<file path="src/rtl/spi_master_pkg.sv">
// Shared widths, timing constants, opcodes and FSM encodings for the SPI master.
package spi_master_pkg;

  localparam int FRAME_W   = 10;
  localparam int DATA_W    = 8;
  localparam int READ_WAIT = 3;
  localparam int GAP_CYC   = 1;
  localparam int SEL_CYC   = 2;
  localparam int TAIL_CYC  = 2;
  localparam int CNT_W     = $clog2(FRAME_W + 1);

  typedef logic [1:0] opcode_t;
  localparam opcode_t OP_WR_ADDR = 2'b00;
  localparam opcode_t OP_WR_DATA = 2'b01;
  localparam opcode_t OP_RD_ADDR = 2'b10;
  localparam opcode_t OP_RD_DATA = 2'b11;

  typedef logic [2:0] state_t;
  localparam state_t ST_IDLE  = 3'd0;
  localparam state_t ST_SEL   = 3'd1;
  localparam state_t ST_SHIFT = 3'd2;
  localparam state_t ST_TAIL  = 3'd3;
  localparam state_t ST_WAIT  = 3'd4;
  localparam state_t ST_RECV  = 3'd5;
  localparam state_t ST_GAP   = 3'd6;

  // Counter value on the final cycle of each state; the shared counter restarts at 0 on entry.
  function automatic logic [CNT_W-1:0] state_last(input state_t st);
    logic [CNT_W-1:0] last;
    case (st)
      ST_SEL:   last = CNT_W'(SEL_CYC - 1);
      ST_SHIFT: last = CNT_W'(FRAME_W - 1);
      ST_TAIL:  last = CNT_W'(TAIL_CYC - 1);
      ST_WAIT:  last = CNT_W'(READ_WAIT - 1);
      ST_RECV:  last = CNT_W'(DATA_W - 1);
      ST_GAP:   last = CNT_W'(GAP_CYC - 1);
      default:  last = '0;
    endcase
    return last;
  endfunction

endpackage

</file>
<file path="src/rtl/spi_master_shift.sv">
// Datapath for the SPI master: outgoing PISO, incoming SIPO and the shared state counter.
module spi_master_shift
  import spi_master_pkg::*;
(
  input  logic               clk,
  input  logic               rst_n,
  input  logic               load,
  input  logic [FRAME_W-1:0] load_word,
  input  logic               tx_shift,
  input  logic               rx_shift,
  input  logic               miso,
  input  logic               cnt_clr,
  input  logic               cnt_inc,
  output logic               tx_lsb,
  output logic               tx_msb,
  output logic [DATA_W-1:0]  rx_next,
  output logic [CNT_W-1:0]   cnt
);

  logic [FRAME_W-1:0] tx_q, tx_d;
  logic [DATA_W-1:0]  rx_q, rx_d;
  logic [CNT_W-1:0]   cnt_q, cnt_d;

  // Both registers shift right so the first bit on the wire is bit 0 of the word.
  always_comb begin
    tx_d = tx_q;
    if (load) begin
      tx_d = load_word;
    end else if (tx_shift) begin
      tx_d = {1'b0, tx_q[FRAME_W-1:1]};
    end

    rx_next = {miso, rx_q[DATA_W-1:1]};
    rx_d    = rx_shift ? rx_next : rx_q;

    cnt_d = cnt_q;
    if (cnt_clr) begin
      cnt_d = '0;
    end else if (cnt_inc) begin
      cnt_d = cnt_q + 1'b1;
    end
  end

  always_ff @(posedge clk or negedge rst_n) begin
    if (!rst_n) begin
      tx_q  <= '0;
      rx_q  <= '0;
      cnt_q <= '0;
    end else begin
      tx_q  <= tx_d;
      rx_q  <= rx_d;
      cnt_q <= cnt_d;
    end
  end

  assign tx_lsb = tx_q[0];
  assign tx_msb = tx_q[FRAME_W-1];
  assign cnt    = cnt_q;

endmodule

</file>
<file path="src/rtl/spi_master.sv">
// Host-side SPI initiator: serialises 10-bit command frames and collects read-data bytes.
module spi_master
  import spi_master_pkg::*;
(
  input  logic               clk,
  input  logic               rst_n,
  input  logic               cmd_valid,
  output logic               cmd_ready,
  input  logic [FRAME_W-1:0] cmd_word,
  output logic               SS_n,
  output logic               MOSI,
  input  logic               MISO,
  output logic               rd_valid,
  output logic [DATA_W-1:0]  rd_data,
  output logic               err,
  output logic               busy
);

  state_t            state_q, state_d;
  opcode_t           op_q, op_d;
  logic              raddr_seen_q, raddr_seen_d;
  logic              ss_n_q, ss_n_d;
  logic              mosi_q, mosi_d;
  logic              rd_valid_q, rd_valid_d;
  logic [DATA_W-1:0] rd_data_q, rd_data_d;
  logic              err_q, err_d;
  logic              ready_q, ready_d;
  logic              busy_q, busy_d;

  logic              load, tx_shift, rx_shift, cnt_clr, cnt_inc, last;
  logic              tx_lsb, tx_msb;
  logic [DATA_W-1:0] rx_next;
  logic [CNT_W-1:0]  cnt;
  opcode_t           cmd_op;

  assign cmd_op = cmd_word[FRAME_W-1 -: 2];
  assign last   = (cnt == state_last(state_q));

  // Outputs are computed from the next state so every port comes straight off a flop.
  always_comb begin
    state_d      = state_q;
    op_d         = op_q;
    raddr_seen_d = raddr_seen_q;
    rd_data_d    = rd_data_q;
    rd_valid_d   = 1'b0;
    err_d        = 1'b0;
    load         = 1'b0;
    rx_shift     = 1'b0;

    case (state_q)
      ST_IDLE: begin
        if (cmd_valid) begin
          if (cmd_op == OP_RD_DATA && !raddr_seen_q) begin
            err_d = 1'b1;
          end else begin
            op_d    = cmd_op;
            load    = 1'b1;
            state_d = ST_SEL;
          end
        end
      end
      ST_SEL: if (last) state_d = ST_SHIFT;
      ST_SHIFT: begin
        if (last) begin
          state_d = (op_q == OP_RD_DATA) ? ST_WAIT : ST_TAIL;
          if (op_q == OP_RD_ADDR) raddr_seen_d = 1'b1;
        end
      end
      ST_TAIL: if (last) state_d = ST_GAP;
      ST_WAIT: if (last) state_d = ST_RECV;
      ST_RECV: begin
        rx_shift = 1'b1;
        if (last) begin
          rd_data_d    = rx_next;
          rd_valid_d   = 1'b1;
          raddr_seen_d = 1'b0;
          state_d      = ST_GAP;
        end
      end
      ST_GAP: if (last) state_d = ST_IDLE;
      default: state_d = ST_IDLE;
    endcase

    tx_shift = (state_d == ST_SHIFT);
    cnt_clr  = (state_d != state_q);
    cnt_inc  = (state_q != ST_IDLE) && !cnt_clr;

    ss_n_d  = (state_d == ST_IDLE) || (state_d == ST_GAP);
    ready_d = (state_d == ST_IDLE);
    busy_d  = (state_d != ST_IDLE);

    case (state_d)
      ST_SEL:   mosi_d = (state_q == ST_IDLE) ? cmd_word[FRAME_W-1] : tx_msb;
      ST_SHIFT: mosi_d = tx_lsb;
      default:  mosi_d = 1'b0;
    endcase
  end

  always_ff @(posedge clk or negedge rst_n) begin
    if (!rst_n) begin
      state_q      <= ST_IDLE;
      op_q         <= OP_WR_ADDR;
      raddr_seen_q <= 1'b0;
      ss_n_q       <= 1'b1;
      mosi_q       <= 1'b0;
      rd_valid_q   <= 1'b0;
      rd_data_q    <= '0;
      err_q        <= 1'b0;
      ready_q      <= 1'b1;
      busy_q       <= 1'b0;
    end else begin
      state_q      <= state_d;
      op_q         <= op_d;
      raddr_seen_q <= raddr_seen_d;
      ss_n_q       <= ss_n_d;
      mosi_q       <= mosi_d;
      rd_valid_q   <= rd_valid_d;
      rd_data_q    <= rd_data_d;
      err_q        <= err_d;
      ready_q      <= ready_d;
      busy_q       <= busy_d;
    end
  end

  spi_master_shift u_shift (
    .clk       (clk),
    .rst_n     (rst_n),
    .load      (load),
    .load_word (cmd_word),
    .tx_shift  (tx_shift),
    .rx_shift  (rx_shift),
    .miso      (MISO),
    .cnt_clr   (cnt_clr),
    .cnt_inc   (cnt_inc),
    .tx_lsb    (tx_lsb),
    .tx_msb    (tx_msb),
    .rx_next   (rx_next),
    .cnt       (cnt)
  );

  assign cmd_ready = ready_q;
  assign SS_n      = ss_n_q;
  assign MOSI      = mosi_q;
  assign rd_valid  = rd_valid_q;
  assign rd_data   = rd_data_q;
  assign err       = err_q;
  assign busy      = busy_q;

endmodule

</file>
<file path="config.mk">
export PLATFORM = sky130hd
export DESIGN_NAME = spi_master
export DESIGN_NICKNAME = d
export VERILOG_FILES = /design/src/rtl/spi_master_pkg.sv /design/src/rtl/spi_master_shift.sv /design/src/rtl/spi_master.sv
export SDC_FILE = /design/constraint.sdc
export NUM_CORES = 1
export LEC_CHECK = 0
export ABC_AREA = 1
export CAP_MARGIN = 20
export CORE_AREA = 2 2 66 68
export DETAILED_ROUTE_END_ITERATION = 16
export DIE_AREA = 0 0 68 70
export GPL_TIMING_DRIVEN = 1
export HOLD_SLACK_MARGIN = 0.1
export PLACE_DENSITY = 0.76
export SLEW_MARGIN = 5
export SYNTH_ARGS = -nofsm -noshare
export SYNTH_HDL_FRONTEND = slang
export SYNTH_SLANG_ARGS = --single-unit
</file>
<file path="constraint.sdc">
create_clock -name clk -period 2.7 [get_ports clk]
set_clock_uncertainty 0.15 [all_clocks]
set_input_delay 0.54 -clock clk [delete_from_list [all_inputs] [get_ports clk]]
set_output_delay 0.54 -clock clk [all_outputs]
set_load 0.03 [all_outputs]
</file>
==> flow_summary_export.csv, run 1 <==
group,metric,value,unit
critical_path,critical_path.cell_chain,"inv_2 -> nand2_2 -> nor2_4 -> nand2_1 -> nor2_2 -> inv_2 -> nand2_4 -> nor2_8 -> nand3_4 -> nand2_2 -> nand2_1 -> nand2_1",
clock_tree,htree_levels,2,
power_and_ir_drop,switching_power,1.39,mW
drt,drc_errors,0,
drt,drtIter0Drc,137,
final_layout,final_nets,296,
logic_synthesis,yosys.area.top_type,"dfrtp_1",
critical_path,cp.arrival,2.47,ns
placed_design,io_buffers,27,
clock_tree,insertion_delay,0.30,ns
critical_path,worstSetupStartpointType,"flop",
timing,post-route-period-util,0.899,
logic_synthesis,synth_area_leaders,"dfrtp_1 (46%), nand2_1 (17%), inv_1 (4.1%)",
drt,routed_wl,3870,microns
clock_tree,cts_sinks,41,
logic_synthesis,yosysSeqAreaShare,0.487,
drt,drt-pass1-iter-count,4,
power_and_ir_drop,comb_power_share,0.494,
floorplan,die_h,70,microns
logic_synthesis,synth.avg_cell_area,8.35,sq um
critical_path,path_max_fanout,13,
outcome,status,"completed",
logic_synthesis,synth_edf_count,0,
critical_path,slowest_stage,"dfrtp_1",
power_and_ir_drop,report.power.total,3.15,mW
logic_synthesis,yosysUniqueCellTypes,32,
clock_tree,cts_setup_buffers,0,
final_layout,fin_cells,334,
final_layout,insertedDiodeCount,0,
floorplan,io_pins,28,
timing,fin_setup_tns,0,ns
clock_tree,cts_tree,"done",
power_and_ir_drop,powerDensity,1240,nW/um^2
floorplan,dieWidth,68,microns
logic_synthesis,synth_most_common_cell,"nand2_1",
logic_synthesis,synth.cell_area,2110,sq um
critical_path,worstPathRequired,2.74,ns
logic_synthesis,synth_ff_type,"dfrtp_1",
logic_synthesis,ys_seq_elements,41,
critical_path,cpPeakStageDelay,0.50,ns
power_and_ir_drop,ir_drop,701,uV
timing,tightest_slew,0.864,ns
clock_tree,postCtsHoldBufs,0,
timing,fmax,0.412,GHz
placed_design,hpwl,2790,microns
timing,finalSetupViolCount,0,
clock_tree,cts_root_buffer,"clkbuf_8",
logic_synthesis,postSynthNetCount,268,
floorplan,die-area,4760,sq um
worst_hold_path,hp-class,"in2async",
global_route,grt_pass1_vias,1571,
clock_tree,cts_buffer_depth,2,
timing,maxSlewViolCount,0,
power_and_ir_drop,p_sw_frac,0.442,
global_route,antenna_found_initial,0,
clock_tree,cts_made_buffers,5,
power_and_ir_drop,intPower,1.76,mW
final_layout,drive_gt1_frac,0.156,
power_and_ir_drop,leakage,1.26,nW
drt,wl_per_cell,11.6,microns
logic_synthesis,syn_inst,253,
critical_path,path_common_cell,"nand2_1",
drt,vias_per_cell,4.84,
run,cap_violations,0,
global_route,grt.total_usage,0.190,
timing,min_period,2.43,ns
drt,vias,1618,
floorplan,num_rows,24,
logic_synthesis,synthTopCellsByCount,"nand2_1 (94), dfrtp_1 (39), inv_1 (23)",
timing,hold_viol_final,0,
floorplan,start_util,0.510,
global_route,overflow,0,
critical_path,crit_type,"reg2reg",
global_route,grt_max_degree,42,
global_route,grt_pass1_wl,6910,microns
clock_tree,cts_resized,0,
final_layout,area_growth,20.0,%
timing,grt_setup_unrepaired,"false",
placed_design,dpl.cell_count,326,
clock_tree,clk_pin_slew,0.08,ns
logic_synthesis,synth_warnings,0,
logic_synthesis,yosysTopAreaCellShare,0.462,
timing,slew-limit-headroom,0.424,
floorplan,core-area,4140,sq um
power_and_ir_drop,clkPwrFrac,0.189,
drt,ant_nets,0,
placed_design,gp_congestion,0.766,
power_and_ir_drop,p_seq_frac,0.317,
critical_path,end_kind,"flop",
logic_synthesis,async_flop_share,1.00,
placed cells by master, fill, tap and decap left out, drive strengths merged:
master / n
a21oi: 2
and2: 1
buf: 3
bufinv: 2
clkbuf: 5
clkdlybuf4s50: 26
dfrtp: 39
dfstp: 2
ha: 1
inv: 31
nand2: 101
nand3: 22
nand3b: 1
nand4: 6
nor2: 15
nor3: 2
nor4: 1
o21ai: 18
o22ai: 1
xor2: 3
worst max-delay path: cells and delay by family (launching register included):
kind / cells / cell delay (ns)
and+or+nand+nor: 10 / 1.40
DFF: 1 / 0.50
buffers and inverters: 2 / 0.28
layer usage:
layer	vias to the layer above	share of wire	track usage	wire, microns
li1	848	-	-	-
met1	737	0.47	0.251	1830
met2	26	0.48	0.307	1840
met3	7	0.037	0.0435	145
met4	0	0.014	0.0600	55
met5	-	0	0	0
sequential cells by signal, summed over array words and instances, names as in the netlist, 2 cells and up:
name          count
rd_data           8
op_q              2
u_shift.cnt       4
u_shift.rx_q      7
state_q           3
u_shift.tx_q     10
metrics by stage:
stage	cell area, sq um	utilization	setup slack [ns]	hold slack, ns
4_1_cts	2530	0.611	0.245	0.226
3_3_place_gp	2400	0.578	0.202	0.315
5_1_grt	2530	0.611	0.0285	0.279
6_report	2530	0.611	0.272	0.199
2_1_floorplan	2110	-	0.812	0.0944
3_5_place_dp	2400	0.578	0.118	0.309
layout make-up:
type	count	area [sq um]
fill	366	1610
sequential	41	1030
multi-input combinational	174	902
timing repair buffer	29	280
inverter	30	120
clock buffer	5	68.8
clock inverter	3	68.8
tap	52	65.1
power groups by stage:
stage | clock network, mW | registers (mW) | logic, mW
global placement | 0 | 1.01 | 1.53
finish | 0.595 | 1.00 | 1.56
detailed placement | 0 | 1.01 | 1.56
global route | 0.630 | 1.03 | 1.76
CTS | 0.604 | 0.999 | 1.57
floorplan | 0 | 1.05 | 1.20
kinds of logic after synthesis:
| logic type | count (synthesis) | share of synthesized area |
|---|---|---|
| AOI/OAI and AO/OA | 21 | 0.0533 |
| buffers and inverters | 38 | 0.0859 |
| and+or+nand+nor | 149 | 0.355 |
| DFF | 41 | 0.487 |
| xor gates and xnor gates | 3 | 0.0124 |
| adders and majority gates | 1 | 0.00592 |
worst paths after layout:
path                                    from              end  slack, ns  cells after the start
worst max-delay path              state_q[0]  u_shift.tx_q[2]       0.27                     12
worst min-delay path                   rst_n       rd_data[3]       0.20                      1
worst max register to register    state_q[0]  u_shift.tx_q[2]       0.27                     12
worst min register to register  raddr_seen_q              err       0.33                      1
max in group asynchronous              rst_n       state_q[2]       1.66                      1
min in group clk                raddr_seen_q              err       0.33                      1
Note: power is estimated with default switching activity, not from simulation.
==> run 2, diff against run 1 <==
--- a/config.mk
+++ b/config.mk
@@ -7,12 +7,11 @@
 export LEC_CHECK = 0
 export ABC_AREA = 1
 export CAP_MARGIN = 20
-export CORE_AREA = 2 2 66 68
+export CORE_AREA = 2 2 84 54
 export DETAILED_ROUTE_END_ITERATION = 16
-export DIE_AREA = 0 0 68 70
-export GPL_TIMING_DRIVEN = 1
+export DIE_AREA = 0 0 86 56
 export HOLD_SLACK_MARGIN = 0.1
-export PLACE_DENSITY = 0.76
+export PLACE_DENSITY = 0.77
 export SLEW_MARGIN = 5
 export SYNTH_ARGS = -nofsm -noshare
 export SYNTH_HDL_FRONTEND = slang
==> run 2 against run 1 <==
  * Sequential cell count did not move
  * Fmax up 0.69%
  * First-iteration DRC count fell by 32%
==> flow_summary_export.csv, run 2 (same netlist as run 1, synthesis figures left out) <==
group,metric,value,unit
critical_path,reg2reg_slack,0.29,ns
drt,routed_wl,4000,microns
critical_path,path_common_cell,"nand2_1",
clock_tree,insertion_delay,0.30,ns
power_and_ir_drop,leakage,1.23,nW
drt,ant_nets,0,
final_layout,regMostFlops,"u_shift.tx_q",
drt,vias_per_cell,4.92,
clock_tree,cts_root_buffer,"clkbuf_8",
critical_path,end_kind,"flop",
critical_path,worstPathRequired,2.75,ns
critical_path,reg2reg_depth,12,
power_and_ir_drop,comb_power_share,0.528,
critical_path,crit_path_start,"state_q[0]",
clock_tree,htree_levels,2,
floorplan,dieWidth,86,microns
timing,maxSlewViolCount,0,
clock_tree,cts_buffer_depth,2,
final_layout,area_growth,17.6,%
clock_tree,cts_resized,0,
critical_path,cp.arrival,2.46,ns
global_route,grt.total_usage,0.185,
floorplan,die_h,56,microns
timing,fmax,0.415,GHz
power_and_ir_drop,clkPwrFrac,0.138,
final_layout,mostFrequentLayoutCell,"nand2_1",
global_route,grt_max_degree,42,
critical_path,worstSetupStartpointType,"flop",
drt,drt-pass1-iter-count,4,
final_layout,largest_register_ffs,10,
placed_design,hpwl,2950,microns
outcome,status,"completed",
floorplan,num_rows,18,
timing,slew-limit-headroom,0.421,
global_route,grt_pass1_vias,1460,
power_and_ir_drop,p_sw_frac,0.475,
drt,top_layer_used,"met4",
clock_tree,cts_tree,"done",
critical_path,critPathTopFamily,"simple AND/OR/NAND/NOR gates",
clock_tree,clk_pin_slew,0.09,ns
drt,wl_met2,1600,microns
final_layout,drive_gt1_frac,0.156,
drt,drtIter0Drc,93,
run,cap_violations,0,
timing,hold_viol_final,0,
clock_tree,cts_made_buffers,5,
drt,wl_met1,2200,microns
critical_path,slowest_stage,"dfrtp_1",
critical_path,path_max_fanout,13,
critical_path,regToRegStartpoint,"state_q[0]",
drt,wl_per_cell,12.1,microns
clock_tree,postCtsHoldBufs,0,
timing,fin_setup_tns,0,ns
critical_path,cpPeakStageDelay,0.50,ns
timing,grt_setup_unrepaired,"false",
floorplan,io_pins,28,
critical_path,r2r-end,"u_shift.tx_q[4]",
final_layout,mostFrequentLayoutCells,"nand2_1 (94), dfrtp_1 (39), clkdlybuf4s50_1 (26)",
drt,vias,1632,
critical_path,critical_path.cell_chain,"inv_2 -> nand2_2 -> nor2_4 -> nand2_1 -> nor2_2 -> inv_2 -> nand2_4 -> nor2_8 -> nand3_4 -> nand2_2 -> nand2_1 -> nand2_1",
placed_design,gp_congestion,0.836,
clock_tree,cts_setup_buffers,0,
drt,drc_errors,0,
timing,tightest_slew,0.869,ns
floorplan,die-area,4820,sq um
final_layout,insertedDiodeCount,0,
placed_design,io_buffers,27,
floorplan,start_util,0.530,
global_route,overflow,0,
power_and_ir_drop,powerDensity,1210,nW/um^2
critical_path,path_depth,12,
final_layout,final_nets,296,
timing,post-route-period-util,0.893,
power_and_ir_drop,switching_power,1.42,mW
critical_path,crit_path_end,"u_shift.tx_q[4]",
power_and_ir_drop,p_seq_frac,0.334,
power_and_ir_drop,ir_drop,622,uV
critical_path,crit_type,"reg2reg",
critical_path,path_buf_inv,2,
global_route,antenna_found_initial,0,
timing,finalSetupViolCount,0,
timing,fin_hold_ws,0.191,ns
clock_tree,cts_sinks,41,
timing,min_period,2.41,ns
worst_hold_path,hp-class,"in2async",
floorplan,core-area,3990,sq um
global_route,grt_pass1_wl,6930,microns
drt,wl_met3,178,microns
power_and_ir_drop,intPower,1.57,mW
## run 2: worst reg2reg max path: cells and delay by family (launching register included)
family / cells / cell delay [ns]
AND/OR/NAND/NOR: 10 / 1.39
flip-flops: 1 / 0.50
buffers and inverters: 2 / 0.29
## run 2: worst min path at each step
stage,startpoint,endpoint,cells after the start
floorplan,rst_n,MOSI,0
global placement,rd_data[7],rd_data[7],2
detailed placement,rd_data[7],rd_data[7],2
CTS,rst_n,rd_data[4],1
global route,rst_n,rd_data[6],1
finish,rst_n,rd_data[6],1
## run 2: area by class of cell
class	count	area [sq um]
sequential	41	1030
clock buffer	5	68.8
fill	348	1500
inverter	30	120
timing repair buffer	29	280
clock inverter	3	21.3
multi-input combinational	174	902
tap	50	62.6
## run 2: power groups by stage
| stage | Clock, mW | Combinational, mW | Sequential (mW) |
|---|---|---|---|
| 2_1_floorplan | 0 | 1.20 | 1.05 |
| 4_1_cts | 0.424 | 1.58 | 1.00 |
| 6_report | 0.414 | 1.58 | 1.00 |
| 3_3_place_gp | 0 | 1.55 | 1.01 |
| 3_5_place_dp | 0 | 1.58 | 1.01 |
| 5_1_grt | 0.446 | 1.77 | 1.03 |
## run 2: metrics by stage
stage	cell area, sq um	util	std cells	power (mW)	setup WS, ns
floorplan	2110	-	253	2.25	0.812
global placement	2390	0.600	324	2.56	0.242
detailed placement	2390	0.600	324	2.59	0.168
CTS	2480	0.623	332	3.01	0.301
global route	2480	0.623	332	3.24	0.0967
finish	2480	0.623	332	2.99	0.289
## run 2: per-layer routing
metal,up-vias,GRT usage
li1,855,-
met1,740,0.293
met2,33,0.236
met3,4,0.0682
met4,0,0.0408
met5,-,0
==> run 3, diff against run 2 <==
--- a/config.mk
+++ b/config.mk
@@ -8,6 +8,7 @@
 export ABC_AREA = 1
 export CAP_MARGIN = 20
 export CORE_AREA = 2 2 84 54
+export CTS_BUF_LIST = sky130_fd_sc_hd__clkbuf_16
 export DETAILED_ROUTE_END_ITERATION = 16
 export DIE_AREA = 0 0 86 56
 export HOLD_SLACK_MARGIN = 0.1
==> run 3 against run 2 <==
  * Wire length is 2.3% higher
  * Power is 6.1% higher
  * Non-clock buffer count stayed put
  * Setup slack worse by 0.015 ns
  * Die area stayed put
  * Fmax is 0.63% lower
  * Utilization is 1.4 points higher
==> flow_summary_export.csv, run 3 (same netlist as run 1, synthesis figures left out) <==
group,metric,value,unit
outcome,status,"completed",
critical_path,reg2reg_depth,12,
final_layout,fillers,345,
worst_hold_path,hp-class,"in2async",
drt,wl_per_cell,12.3,microns
clock_tree,cts_resized,0,
timing,grt_setup_unrepaired,"false",
clock_tree,cts_setup_buffers,0,
power_and_ir_drop,intPower,1.73,mW
clock_tree,cts_made_buffers,5,
clock_tree,postCtsHoldBufs,0,
final_layout,final_area,2540,sq um
timing,hold_viol_final,0,
timing,finalSetupViolCount,0,
floorplan,dieWidth,86,microns
placed_design,pre_cts_slack,0.168,ns
floorplan,num_rows,18,
global_route,overflow,0,
final_layout,area_growth,20.3,%
critical_path,regToRegStartpoint,"state_q[0]",
placed_design,hpwl,2950,microns
floorplan,core-area,3990,sq um
final_layout,fin_cells,332,
drt,wl_met3,216,microns
drt,wl_met1,2160,microns
global_route,grt_pass1_vias,1487,
placed_design,io_buffers,27,
final_layout,ff_latch_area,1030,sq um
critical_path,worstPathRequired,2.73,ns
critical_path,worstSetupStartpointType,"flop",
clock_tree,cts_buffer_depth,2,
power_and_ir_drop,ir_drop,514,uV
drt,drt-pass1-iter-count,4,
power_and_ir_drop,p_seq_frac,0.315,
floorplan,die-area,4820,sq um
global_route,antenna_found_initial,0,
drt,wl_met2,1690,microns
placed_design,dpl-instance-area,2390,sq um
drt,vias_per_cell,4.97,
drt,top_layer_used,"met4",
final_layout,multiInputGateArea,902,sq um
timing,maxSlewViolCount,0,
critical_path,end_kind,"flop",
critical_path,crit_type,"reg2reg",
clock_tree,clk_pin_slew,0.06,ns
final_layout,final_nets,296,
critical_path,r2r-end,"u_shift.tx_q[4]",
timing,slew-limit-headroom,0.414,
power_and_ir_drop,p_sw_frac,0.455,
power_and_ir_drop,powerDensity,1250,nW/um^2
drt,routed_wl,4090,microns
timing,post-route-period-util,0.899,
critical_path,reg2reg_slack,0.27,ns
clock_tree,insertion_delay,0.28,ns
timing,min_period,2.43,ns
critical_path,path_max_fanout,13,
placed_design,dpl.cell_count,324,
drt,drtIter0Drc,140,
global_route,grt_pass1_wl,7130,microns
final_layout,mostFrequentLayoutCell,"nand2_1",
power_and_ir_drop,comb_power_share,0.498,
final_layout,mostFrequentLayoutCells,"nand2_1 (94), dfrtp_1 (39), clkdlybuf4s50_1 (26)",
power_and_ir_drop,clkPwrFrac,0.186,
drt,drc_errors,0,
run,cap_violations,0,
power_and_ir_drop,leakage,1.26,nW
critical_path,crit_path_start,"state_q[0]",
final_layout,regMostFlops,"u_shift.tx_q",
power_and_ir_drop,switching_power,1.44,mW
final_layout,drive_gt1_frac,0.156,
clock_tree,cts_root_buffer,"clkbuf_16",
floorplan,die_h,56,microns
clock_tree,cts_tree,"done",
clock_tree,cts_sinks,41,
drt,ant_nets,0,
timing,fmax,0.412,GHz
timing,setup_ws,0.274,ns
timing,tightest_slew,0.879,ns
floorplan,io_pins,28,
floorplan,start_util,0.530,
power_and_ir_drop,report.power.total,3.18,mW
critical_path,cp.arrival,2.45,ns
placed_design,gp_congestion,0.836,
clock_tree,htree_levels,2,
final_layout,largest_register_ffs,10,
global_route,grt_max_degree,42,
final_layout,insertedDiodeCount,0,
critical_path,crit_path_end,"u_shift.tx_q[4]",
global_route,grt.total_usage,0.189,
drt,vias,1650,
timing,fin_setup_tns,0,ns
[run 3: worst min-delay path by stage]
| stage | end | cells past startpoint |
|---|---|---|
| 3_5_place_dp | rd_data[7] | 2 |
| 3_3_place_gp | rd_data[7] | 2 |
| 5_1_grt | rd_data[6] | 1 |
| 6_report | rd_data[4] | 1 |
| 2_1_floorplan | MOSI | 0 |
| 4_1_cts | rd_data[6] | 1 |
[run 3: worst max-delay path: stages (launching register included)]
cell and delay, ns:
dfrtp_1 0.50, inv_2 0.18, nand2_2 0.10, nor2_4 0.14, nand2_1 0.14, nor2_2 0.41
inv_2 0.11, nand2_4 0.12, nor2_8 0.06, nand3_4 0.13, nand2_2 0.15, nand2_1 0.10
nand2_1 0.05
[run 3: cell type report]
type / instances / share of cell area
Sequential cell: 41 / 0.405
Multi-Input combinational cell: 174 / 0.355
Timing Repair Buffer: 29 / 0.110
Clock buffer: 5 / 0.0493
Inverter: 30 / 0.0473
Tap cell: 50 / 0.0246
Clock inverter: 3 / 0.00837
[run 3: power by group through the flow]
stage / clock network [mW] / logic (mW) / registers (mW)
floorplan: 0 / 1.20 / 1.05
detailed placement: 0 / 1.58 / 1.01
global route: 0.625 / 1.78 / 1.03
finish: 0.592 / 1.58 / 1.00
global placement: 0 / 1.55 / 1.01
CTS: 0.595 / 1.59 / 1.00
[run 3: per-layer routing]
| layer | vias to the layer above | global-route usage |
|---|---|---|
| li1 | 851 | - |
| met1 | 749 | 0.301 |
| met2 | 45 | 0.249 |
| met3 | 5 | 0.0504 |
| met4 | 0 | 0.0476 |
| met5 | - | 0 |
[run 3: stage by stage]
step / hold slack, ns / util
2_1_floorplan: 0.0944 / -
3_3_place_gp: 0.309 / 0.600
3_5_place_dp: 0.318 / 0.600
4_1_cts: 0.259 / 0.637
5_1_grt: 0.311 / 0.637
6_report: 0.223 / 0.637
